File: config.mk
export PLATFORM = sky130hd
export DESIGN_NAME = hazard_ctrl
export DESIGN_NICKNAME = d
export VERILOG_FILES = /design/src/rtl/hazard_ctrl.sv
export SDC_FILE = /design/constraint.sdc
export NUM_CORES = 1
export LEC_CHECK = 0
export ABC_AREA = 1
export CORE_MARGIN = 2
export CORE_UTILIZATION = 26
export CTS_CLUSTER_DIAMETER = 30
export CTS_CLUSTER_SIZE = 16
export DETAILED_ROUTE_END_ITERATION = 6
export DONT_BUFFER_PORTS = 1
export PLACE_DENSITY_LB_ADDON = 0.12
export SYNTH_ARGS = -nofsm -noshare
export SYNTH_HDL_FRONTEND = slang
export SYNTH_SLANG_ARGS = --single-unit
File: constraint.sdc
create_clock -name clk -period 2.6 [get_ports clk]
set_clock_uncertainty 0.05 [all_clocks]
set_input_delay 0.52 -clock clk [delete_from_list [all_inputs] [get_ports clk]]
set_output_delay 0.52 -clock clk [all_outputs]
set_load 0.02 [all_outputs]
File: src/rtl/hazard_ctrl.sv
// Pipeline hazard controller for the 5-stage RV64 core.
// Generates the PC / IF-ID / ID-EX steering signals for load-use stalls,
// instruction-memory waits and taken-branch redirects. It also keeps
// saturating performance counters and a sticky fetch-timeout flag that
// parks the front end in HALT until the next reset.
module hazard_ctrl #(
   parameter int unsigned REDIRECT_BUBBLES = 1,   // extra flush cycles after a redirect (0..15)
   parameter int unsigned TIMEOUT          = 255, // consecutive imem_ready=0 cycles before HALT (>=1)
   parameter int unsigned CNT_W            = 32   // width of each perf counter
) (
   input  logic             clk,
   input  logic             reset,
   input  logic             IDEX_MemRead,
   input  logic [4:0]       IDEX_rd,
   input  logic [4:0]       IFID_rs1,
   input  logic [4:0]       IFID_rs2,
   input  logic             branch_taken,
   input  logic             imem_ready,
   input  logic             perf_clr,
   output logic             PC_Write,
   output logic             IFID_Write,
   output logic             IFID_Flush,
   output logic             IDEX_Flush,
   output logic [CNT_W-1:0] stall_cnt,
   output logic [CNT_W-1:0] wait_cnt,
   output logic [CNT_W-1:0] redirect_cnt,
   output logic             imem_timeout
);

   // The timeout counter only ever needs to reach TIMEOUT-1; the cycle that
   // would take it to TIMEOUT is the one that moves the FSM to HALT.
   localparam int unsigned   TMO_W    = (TIMEOUT > 1) ? $clog2(TIMEOUT) : 1;
   localparam logic [TMO_W-1:0] TMO_LAST = TMO_W'(TIMEOUT - 1);
   localparam logic [3:0]    BUB_INIT = 4'(REDIRECT_BUBBLES);
   localparam bit            HAS_BUB  = (REDIRECT_BUBBLES != 0);

   // Counter slots inside the generate loop below.
   localparam int unsigned   CNT_STALL = 0;
   localparam int unsigned   CNT_WAIT  = 1;
   localparam int unsigned   CNT_REDIR = 2;

   typedef enum logic [1:0] {
      ST_RUN   = 2'd0,
      ST_WAIT  = 2'd1,
      ST_FLUSH = 2'd2,
      ST_HALT  = 2'd3
   } state_t;

   state_t           state_q, state_d;
   logic [3:0]       bub_q, bub_d;
   logic [TMO_W-1:0] tmo_q, tmo_d;
   logic             timeout_q, timeout_d;

   logic             load_use;
   logic             pc_write, ifid_write, ifid_flush, idex_flush;
   logic [2:0]       cnt_inc;

   assign load_use = IDEX_MemRead && (IDEX_rd != 5'd0) &&
                     ((IDEX_rd == IFID_rs1) || (IDEX_rd == IFID_rs2));

   // Zero-latency control decode plus next-state / counter-increment logic.
   always_comb begin
      pc_write   = 1'b0;
      ifid_write = 1'b0;
      ifid_flush = 1'b0;
      idex_flush = 1'b0;
      state_d    = state_q;
      bub_d      = bub_q;
      tmo_d      = tmo_q;
      timeout_d  = timeout_q;
      cnt_inc    = 3'b000;

      case (state_q)
         ST_RUN, ST_WAIT: begin
            if (branch_taken) begin
               // Redirect: the branch beats any stall or fetch wait this cycle.
               pc_write            = 1'b1;
               ifid_write          = 1'b1;
               ifid_flush          = 1'b1;
               idex_flush          = 1'b1;
               cnt_inc[CNT_REDIR]  = 1'b1;
               if (HAS_BUB) begin
                  state_d = ST_FLUSH;
                  bub_d   = BUB_INIT;
               end else begin
                  state_d = ST_RUN;
               end
            end else begin
               if (load_use && !imem_ready) begin
                  // Hold IF/ID and the PC; the instruction in ID retries.
                  idex_flush          = 1'b1;
                  cnt_inc[CNT_STALL]  = 1'b1;
                  cnt_inc[CNT_WAIT]   = 1'b1;
               end else if (load_use) begin
                  idex_flush          = 1'b1;
                  cnt_inc[CNT_STALL]  = 1'b1;
               end else if (!imem_ready) begin
                  // No word yet: feed a NOP forward and refetch the same PC.
                  ifid_write          = 1'b1;
                  ifid_flush          = 1'b1;
                  cnt_inc[CNT_WAIT]   = 1'b1;
               end else begin
                  pc_write            = 1'b1;
                  ifid_write          = 1'b1;
               end
               state_d = imem_ready ? ST_RUN : ST_WAIT;
            end

            // Consecutive-miss tracking; reaching the limit parks the core
            // even if a redirect happened in the same cycle.
            if (imem_ready) begin
               tmo_d = '0;
            end else if (tmo_q >= TMO_LAST) begin
               state_d   = ST_HALT;
               timeout_d = 1'b1;
            end else begin
               tmo_d = tmo_q + TMO_W'(1);
            end
         end

         ST_FLUSH: begin
            // Post-redirect bubbles; branch and load-use inputs are ignored.
            ifid_write = 1'b1;
            ifid_flush = 1'b1;
            idex_flush = 1'b1;
            pc_write   = imem_ready;
            if (imem_ready) begin
               if (bub_q <= 4'd1) begin
                  bub_d   = 4'd0;
                  state_d = ST_RUN;
               end else begin
                  bub_d = bub_q - 4'd1;
               end
            end else begin
               cnt_inc[CNT_WAIT] = 1'b1;
            end
         end

         ST_HALT: begin
            // Front end frozen; only reset leaves this state.
            idex_flush = 1'b1;
         end

         default: begin
            state_d = ST_RUN;
         end
      endcase
   end

   // Outputs are forced inactive while reset is held.
   assign PC_Write     = pc_write   & ~reset;
   assign IFID_Write   = ifid_write & ~reset;
   assign IFID_Flush   = ifid_flush & ~reset;
   assign IDEX_Flush   = idex_flush & ~reset;
   assign imem_timeout = timeout_q;

   // FSM state, bubble count, miss counter and sticky timeout flag.
   always_ff @(posedge clk) begin
      if (reset) begin
         state_q   <= ST_RUN;
         bub_q     <= 4'd0;
         tmo_q     <= '0;
         timeout_q <= 1'b0;
      end else begin
         state_q   <= state_d;
         bub_q     <= bub_d;
         tmo_q     <= tmo_d;
         timeout_q <= timeout_d;
      end
   end

   // One saturating counter per event; a clear in the same cycle wins.
   for (genvar gi = 0; gi < 3; gi++) begin : g_cnt
      logic [CNT_W-1:0] cnt_q;

      // Saturating increment with synchronous clear.
      always_ff @(posedge clk) begin
         if (reset || perf_clr) begin
            cnt_q <= '0;
         end else if (cnt_inc[gi] && (cnt_q != {CNT_W{1'b1}})) begin
            cnt_q <= cnt_q + CNT_W'(1);
         end
      end
   end

   assign stall_cnt    = g_cnt[CNT_STALL].cnt_q;
   assign wait_cnt     = g_cnt[CNT_WAIT].cnt_q;
   assign redirect_cnt = g_cnt[CNT_REDIR].cnt_q;

endmodule
# Word level (Yosys, flattened, before mapping)
# Index checks and enable logic that the tools add are counted.
totals:
  register_bits: 111
  out_inout_bits: 101
op_classes:
  n_addsub: 5
  bitwise_logic: 6
  muxes: 37
  order_cmp: 2
  n_eq_ne: 12
  n_reduce_logical: 18
ops:
  columns: ["cell", "n"]
  rows:
  - ["adder 32 x 1 -> 32 bit (second input constant)", 3]
  - ["inequality test 32 bit (second input constant)", 3]
  - ["two-way mux 1 bit", 18]
  - ["two-way mux 8 bit", 2]
  - ["two-way mux 2 bit", 7]
  - ["two-way mux 4 bit", 3]
  - ["== test 5 bit", 2]
  - ["one-hot mux 1 bit (2 select lines)", 5]
  - ["AND reduction 3 bit", 3]
  - ["adder 8 x 1 -> 8 bit (second input constant)", 1]
  - [">= comparator 8 bit (second input constant)", 1]
  - ["inequality test 2 bit (second input constant)", 4]
  - ["one-hot mux 4 bit (2 select lines)", 1]
  - ["logical AND 1 bit", 6]
  - ["nonzero test 5 bit", 1]
  - ["AND 1 bit", 4]
  - ["== test 2 bit (second input constant)", 2]
  - ["less-or-equal comparator 4 x 1 -> 1 bit (second input constant)", 1]
  - ["one-hot mux 2 bit (2 select lines)", 1]
  - ["OR reduction 2 bit", 2]
  - ["subtractor 4 x 1 -> 4 bit (second input constant)", 1]
  - ["== test 2 x 1 -> 1 bit (second input constant)", 1]
  - ["logical NOT 2 bit", 1]
  - ["logical OR 1 bit", 2]
  - ["4 further kinds", 5]

# Longest topological paths before layout
depth:
  ltp_word: 8
  ltp_mapped: 13

# Worst setup path before layout
# Ideal clock, no wire load.
synth_path:
  path_kind: "input to output"
  startpoint: "in IDEX_rd[3]"
  endpoint: "out IFID_Flush"
  path_slack_ns: 0.592
  path_stages: 7
  t_arrival_ns: 1.438
  path_cell_list: "inv_1 -> nand4_1 -> o21ai_0 -> inv_1 -> nand3_1 -> nand3_1 -> a21oi_1"
synth_between:
  elab_chain_len: 8
  elab_cells_between_ends: 12
  cone_classes: "2 x eq/ne; 4 x mux; 1 x bitwise; 5 x reduce/logical"
synth_lines:
  columns: ["element", "line", "rtl"]
  rows:
  - ["from (decl)", "14", "input logic [4:0] IDEX_rd,"]
  - ["== test 5 bit or nonzero test 5 bit (tied branches)", "59, 58", null]
  - ["logical OR 1 bit or logical AND 1 bit (tied branches)", "59, 58", null]
  - ["logical AND 1 bit (*)", "58", "assign load_use = IDEX_MemRead && (IDEX_rd != 5'd0) &&"]
  - ["two-way mux 1 bit or logical AND 1 bit (tied branches)", "94, 89", null]
  - ["two-way mux 1 bit (*)", "89", "if (load_use && !imem_ready) begin"]
  - ["two-way mux 1 bit (*)", "75", "if (branch_taken) begin"]
  - ["one-hot mux 1 bit (2 select lines) (*)", "73", "case (state_q)"]
  - ["AND 1 bit (*)", "153", "assign IFID_Flush = ifid_flush & ~reset;"]
  - ["to (decl)", "22", "output logic IFID_Flush,"]
# Every way passes the cells marked *; elsewhere a longest branch is shown, timed or not.

# Final worst setup path
layout_path:
  startpoint: "reg state_q[1]"
  endpoint: "out PC_Write"
layout_between:
  elab_chain_len: 4
  elab_cells_between_ends: 6
  cone_classes: "2 x eq/ne; 1 x mux; 1 x bitwise; 2 x reduce/logical"
layout_lines:
  columns: ["element", "line", "rtl"]
  rows:
  - ["from (decl)", "49", "state_t state_q, state_d;"]
  - ["from (signal assigned)", "165", "state_q <= state_d;"]
  - ["== test 2 x 1 -> 1 bit or logical NOT 2 bit (tied branches)", "73", null]
  - ["OR reduction 2 bit", "73", null]
  - ["one-hot mux 1 bit (2 select lines) (*)", "73", null]
  - ["AND 1 bit (*)", "151", "assign PC_Write = pc_write & ~reset;"]
  - ["to (decl)", "20", "output logic PC_Write,"]
# Marked as above.

==> results_tabular.tex <==
\begin{tabular}{lr}
\hline
Metric & Value \\
\hline
\multicolumn{2}{l}{\textbf{STA}} \\
Count of final setup violators & 0 \\
Worst path setup slack after routing & 0.2041 ns \\
RSZ-0062 raised after global routing & false \\
Slew @ Worst Pin & 0.7885 ns \\
Sum of negative setup slack & 0 ns \\
Number of pins with negative max-slew slack in the final report & 0 \\
Clock period minus worst slack & 2.396 ns \\
Normalized max-slew margin & 47.44\% \\
Final worst path period share & 92.15\% \\
Maximum clock frequency & 0.4174 GHz \\
Final number of hold-violating endpoints & 0 \\
\multicolumn{2}{l}{\textbf{Synth}} \\
Per-instance average area after synthesis & 6.158 um\^{}2 \\
Number of flip-flops and latches in the synthesized netlist & 111 \\
Count of cell types in the netlist & 38 \\
Top-area cell type share of the netlist area & 32.05\% \\
Yosys warning total & 0 \\
Gate count after technology mapping & 1126 \\
Mapped Nets & 1154 \\
Post-synthesis instance area & 6934 um\^{}2 \\
Most area-consuming cells after synthesis & dfxtp\_1, nand2\_1, nor2\_1, a21oi\_1, xor2\_1 \\
Sequential element share of the synthesized area & 32.05\% \\
Cell taking the most area after synthesis & dfxtp\_1 \\
\multicolumn{2}{l}{\textbf{Global route}} \\
Wire length of the first global-routing pass & 37.05 mm \\
Number of antenna violations at the first check in global routing & 0 \\
Vias in the first global route & 6683 \\
Pin count of the biggest net entering global routing & 63 \\
All-layer global routing usage & 16.61\% \\
Sum of overflow across all layers after global routing & 0 \\
\multicolumn{2}{l}{\textbf{Route}} \\
DRC viols & 6 \\
Mean number of vias per cell & 4.463 \\
Per-cell routed wire length & 14.72 um \\
Total detailed-routing wirelength & 22.88 mm \\
Via count of the routed design & 6935 \\
Count of nets left with antenna violations after detail routing & 0 \\
Detailed router's first-iteration violation count & 327 \\
Number of detailed-route iterations in the first pass & 7 \\
\multicolumn{2}{l}{\textbf{Placed design}} \\
Placement Setup Slack & 0.3501 ns \\
Post-detailed-placement half-perimeter wirelength & 17.84 mm \\
Placer congestion estimate & 0.8278 \\
Number of buffers added on ports & 0 \\
\multicolumn{2}{l}{\textbf{Final layout}} \\
Most frequent standard cell in the layout excluding fill and tap cells & nand2\_1 \\
Fill cell total of the finished layout & 2966 \\
ANT cells & 0 \\
Synthesis-to-finish area growth & 18.84\% \\
Share of post-route cells with drive strength above 1 & 12.39\% \\
Nets & 1242 \\
Most frequent cells in the layout & nand2\_1, nor2\_1, dfxtp\_1, buf\_4, a21oi\_1 \\
\multicolumn{2}{l}{\textbf{Floorplanning}} \\
Die Y & 167.3 um \\
I/O Pins & 122 \\
Area of the die & 27990 um\^{}2 \\
Num rows & 59 \\
Die Width & 167.3 um \\
Core Footprint & 26130 um\^{}2 \\
Initial standard-cell utilization of the core & 26.53\% \\
\multicolumn{2}{l}{\textbf{Critical path}} \\
Number of buffer and inverter instances along the worst setup path & 3 \\
Type of element capturing the critical path & primary output \\
Launching element type of the critical path & flop \\
Family of cells with the greatest summed delay on the critical path & simple AND/OR/NAND/NOR gates \\
WP depth & 6 \\
Maximum fanout along the worst path & 5 \\
Data arrival time of the worst path & 1.83 ns \\
CP peak stage delay & 0.50 ns \\
Cell at the slowest stage of the critical path & nor2\_1 \\
Most used cell, CP & inv\_1 \\
R2R depth & 10 \\
WS Path Type & flop to primary output \\
Flop-to-flop setup slack & 0.43 ns \\
Data required time at the worst endpoint & 2.03 ns \\
Cell-by-cell trace of the critical path & nor2\_1 -> inv\_1 -> nand2\_1 -> inv\_1 -> a21oi\_1 -> buf\_4 \\
\multicolumn{2}{l}{\textbf{Min path}} \\
Cells on Worst Hold Path & 1 \\
Hold Path Class & primary input to flop \\
\multicolumn{2}{l}{\textbf{Pwr}} \\
Peak supply drop & 0.0002319 V \\
Static power due to leakage & 2.881 nW \\
Sw Pwr & 0.0008734 W \\
Switching power as a share of total power & 25.68\% \\
Share of power burned in registers & 50.6\% \\
PwrDens & 412.6 nW/um\^{}2 \\
Part of the power in combinational logic & 7.0\% \\
Internal power & 0.002527 W \\
Clock share of power & 42.4\% \\
\multicolumn{2}{l}{\textbf{Status}} \\
Status & finished, violations left \\
Failing checks & DRC \\
\multicolumn{2}{l}{\textbf{Clocking}} \\
Post-cts sizing count & 0 \\
CTS Root Buffer Type & clkbuf\_16 \\
Num CTS Buffers & 9 \\
Post-CTS setup buffer count & 0 \\
TritonCTS Sinks & 111 \\
Skew-Pair Late Insertion Delay & 0.36 ns \\
Maximum root-to-sink buffer count & 2 \\
H-tree levels & 3 \\
Clock slew at the register clock pins of the worst setup and hold paths & 0.07 ns \\
Clock tree from TritonCTS & yes \\
Hold-fix buffers, CTS & 0 \\
\multicolumn{2}{l}{\textbf{Run}} \\
Number of maximum-capacitance constraint violations & 0 \\
\hline
\end{tabular}
[Yosys cell counts (all sizes together)]
cell      n
and3      1
nor3b     1
nand3    29
xor2     54
nand2   422
clkbuf    9
o211ai    2
buf      19
inv     102
o21bai    1
dfxtp   111
clkinv    1
o31ai     1
xnor2     8
nand3b   11
nor3     45
o21ai    21
o22ai     1
a21oi    98
nor2    169
a211oi    2
ha        7
a31o      1
nand4    10
[layer usage]
metal  track usage, %  part of all wire [%]  vias up
met4            4.083                   1.4        0
li1                 -                     -     3713
met5                0                     0        -
met3            4.656                   6.1       17
met2            26.77                    45      142
met1            21.98                    48     3063
[metrics by stage]
stage / instance area [um^2] / instances / power [W] / hold WS (ns) / utilization [%]
4_1_cts: 8240 / 1554 / 0.003488 / 0.1499 / 31.53
6_report: 8240 / 1554 / 0.003400 / 0.1712 / 31.53
2_1_floorplan: 6934 / 1126 / 0.001946 / 0.3767 / -
5_1_grt: 8240 / 1554 / 0.003570 / 0.1501 / 31.53
3_5_place_dp: 7949 / 1538 / 0.002004 / 0.3944 / 30.42
3_3_place_gp: 7949 / 1538 / 0.002006 / 0.3897 / 30.42
[worst register-to-register path: cells and delay by family (launching register included)]
kind	cells	cell delay [ns]
simple gates	6	0.96
buf+inv	2	0.38
flops	1	0.34
fa+ha+maj	1	0.22
compound gates	1	0.14
[final cells by class]
type / count / area [um^2] / area share (%)
multi-input combinational: 884 / 4133 / 50.15
sequential: 111 / 2222 / 26.97
timing repair buffer: 105 / 788.3 / 9.566
tap: 335 / 419.2 / 5.087
inverter: 103 / 386.6 / 4.692
clock buffer: 11 / 232.7 / 2.824
clock inverter: 5 / 58.81 / 0.7136
[flip-flops by register name, summed over array words and instances (netlist names)]
register / count
tmo_q: 8
bub_q: 4
wait_cnt: 32
redirect_cnt: 32
stall_cnt: 32
state_q: 2
imem_timeout: 1
[logic make-up (layout without fill, tap and decap cells)]
group	Yosys count	in the layout	share of synthesized area, %
flops	111	111	32.05
fa+ha+maj	7	7	1.263
buf+inv	131	224	8.354
simple gates	688	688	40.92
compound gates	127	127	9.581
xor+xnor	62	62	7.831
[path summary, 6_finish.rpt]
path,from,end
worst max-delay path,state_q[1],PC_Write
worst min-delay path,reset,bub_q[3]
worst max register to register,stall_cnt[0],stall_cnt[0]
worst min register to register,tmo_q[7],tmo_q[7]
[power groups by stage]
stage	Clock, W	Combinational [W]	Sequential [W]
finish	0.00144	0.000239	0.00172
global route	0.00158	0.000270	0.00172
CTS	0.00152	0.000244	0.00172
detailed placement	0	0.000243	0.00176
global placement	0	0.000245	0.00176
floorplan	0	0.000181	0.00176
(Power assumes the default switching activity.)
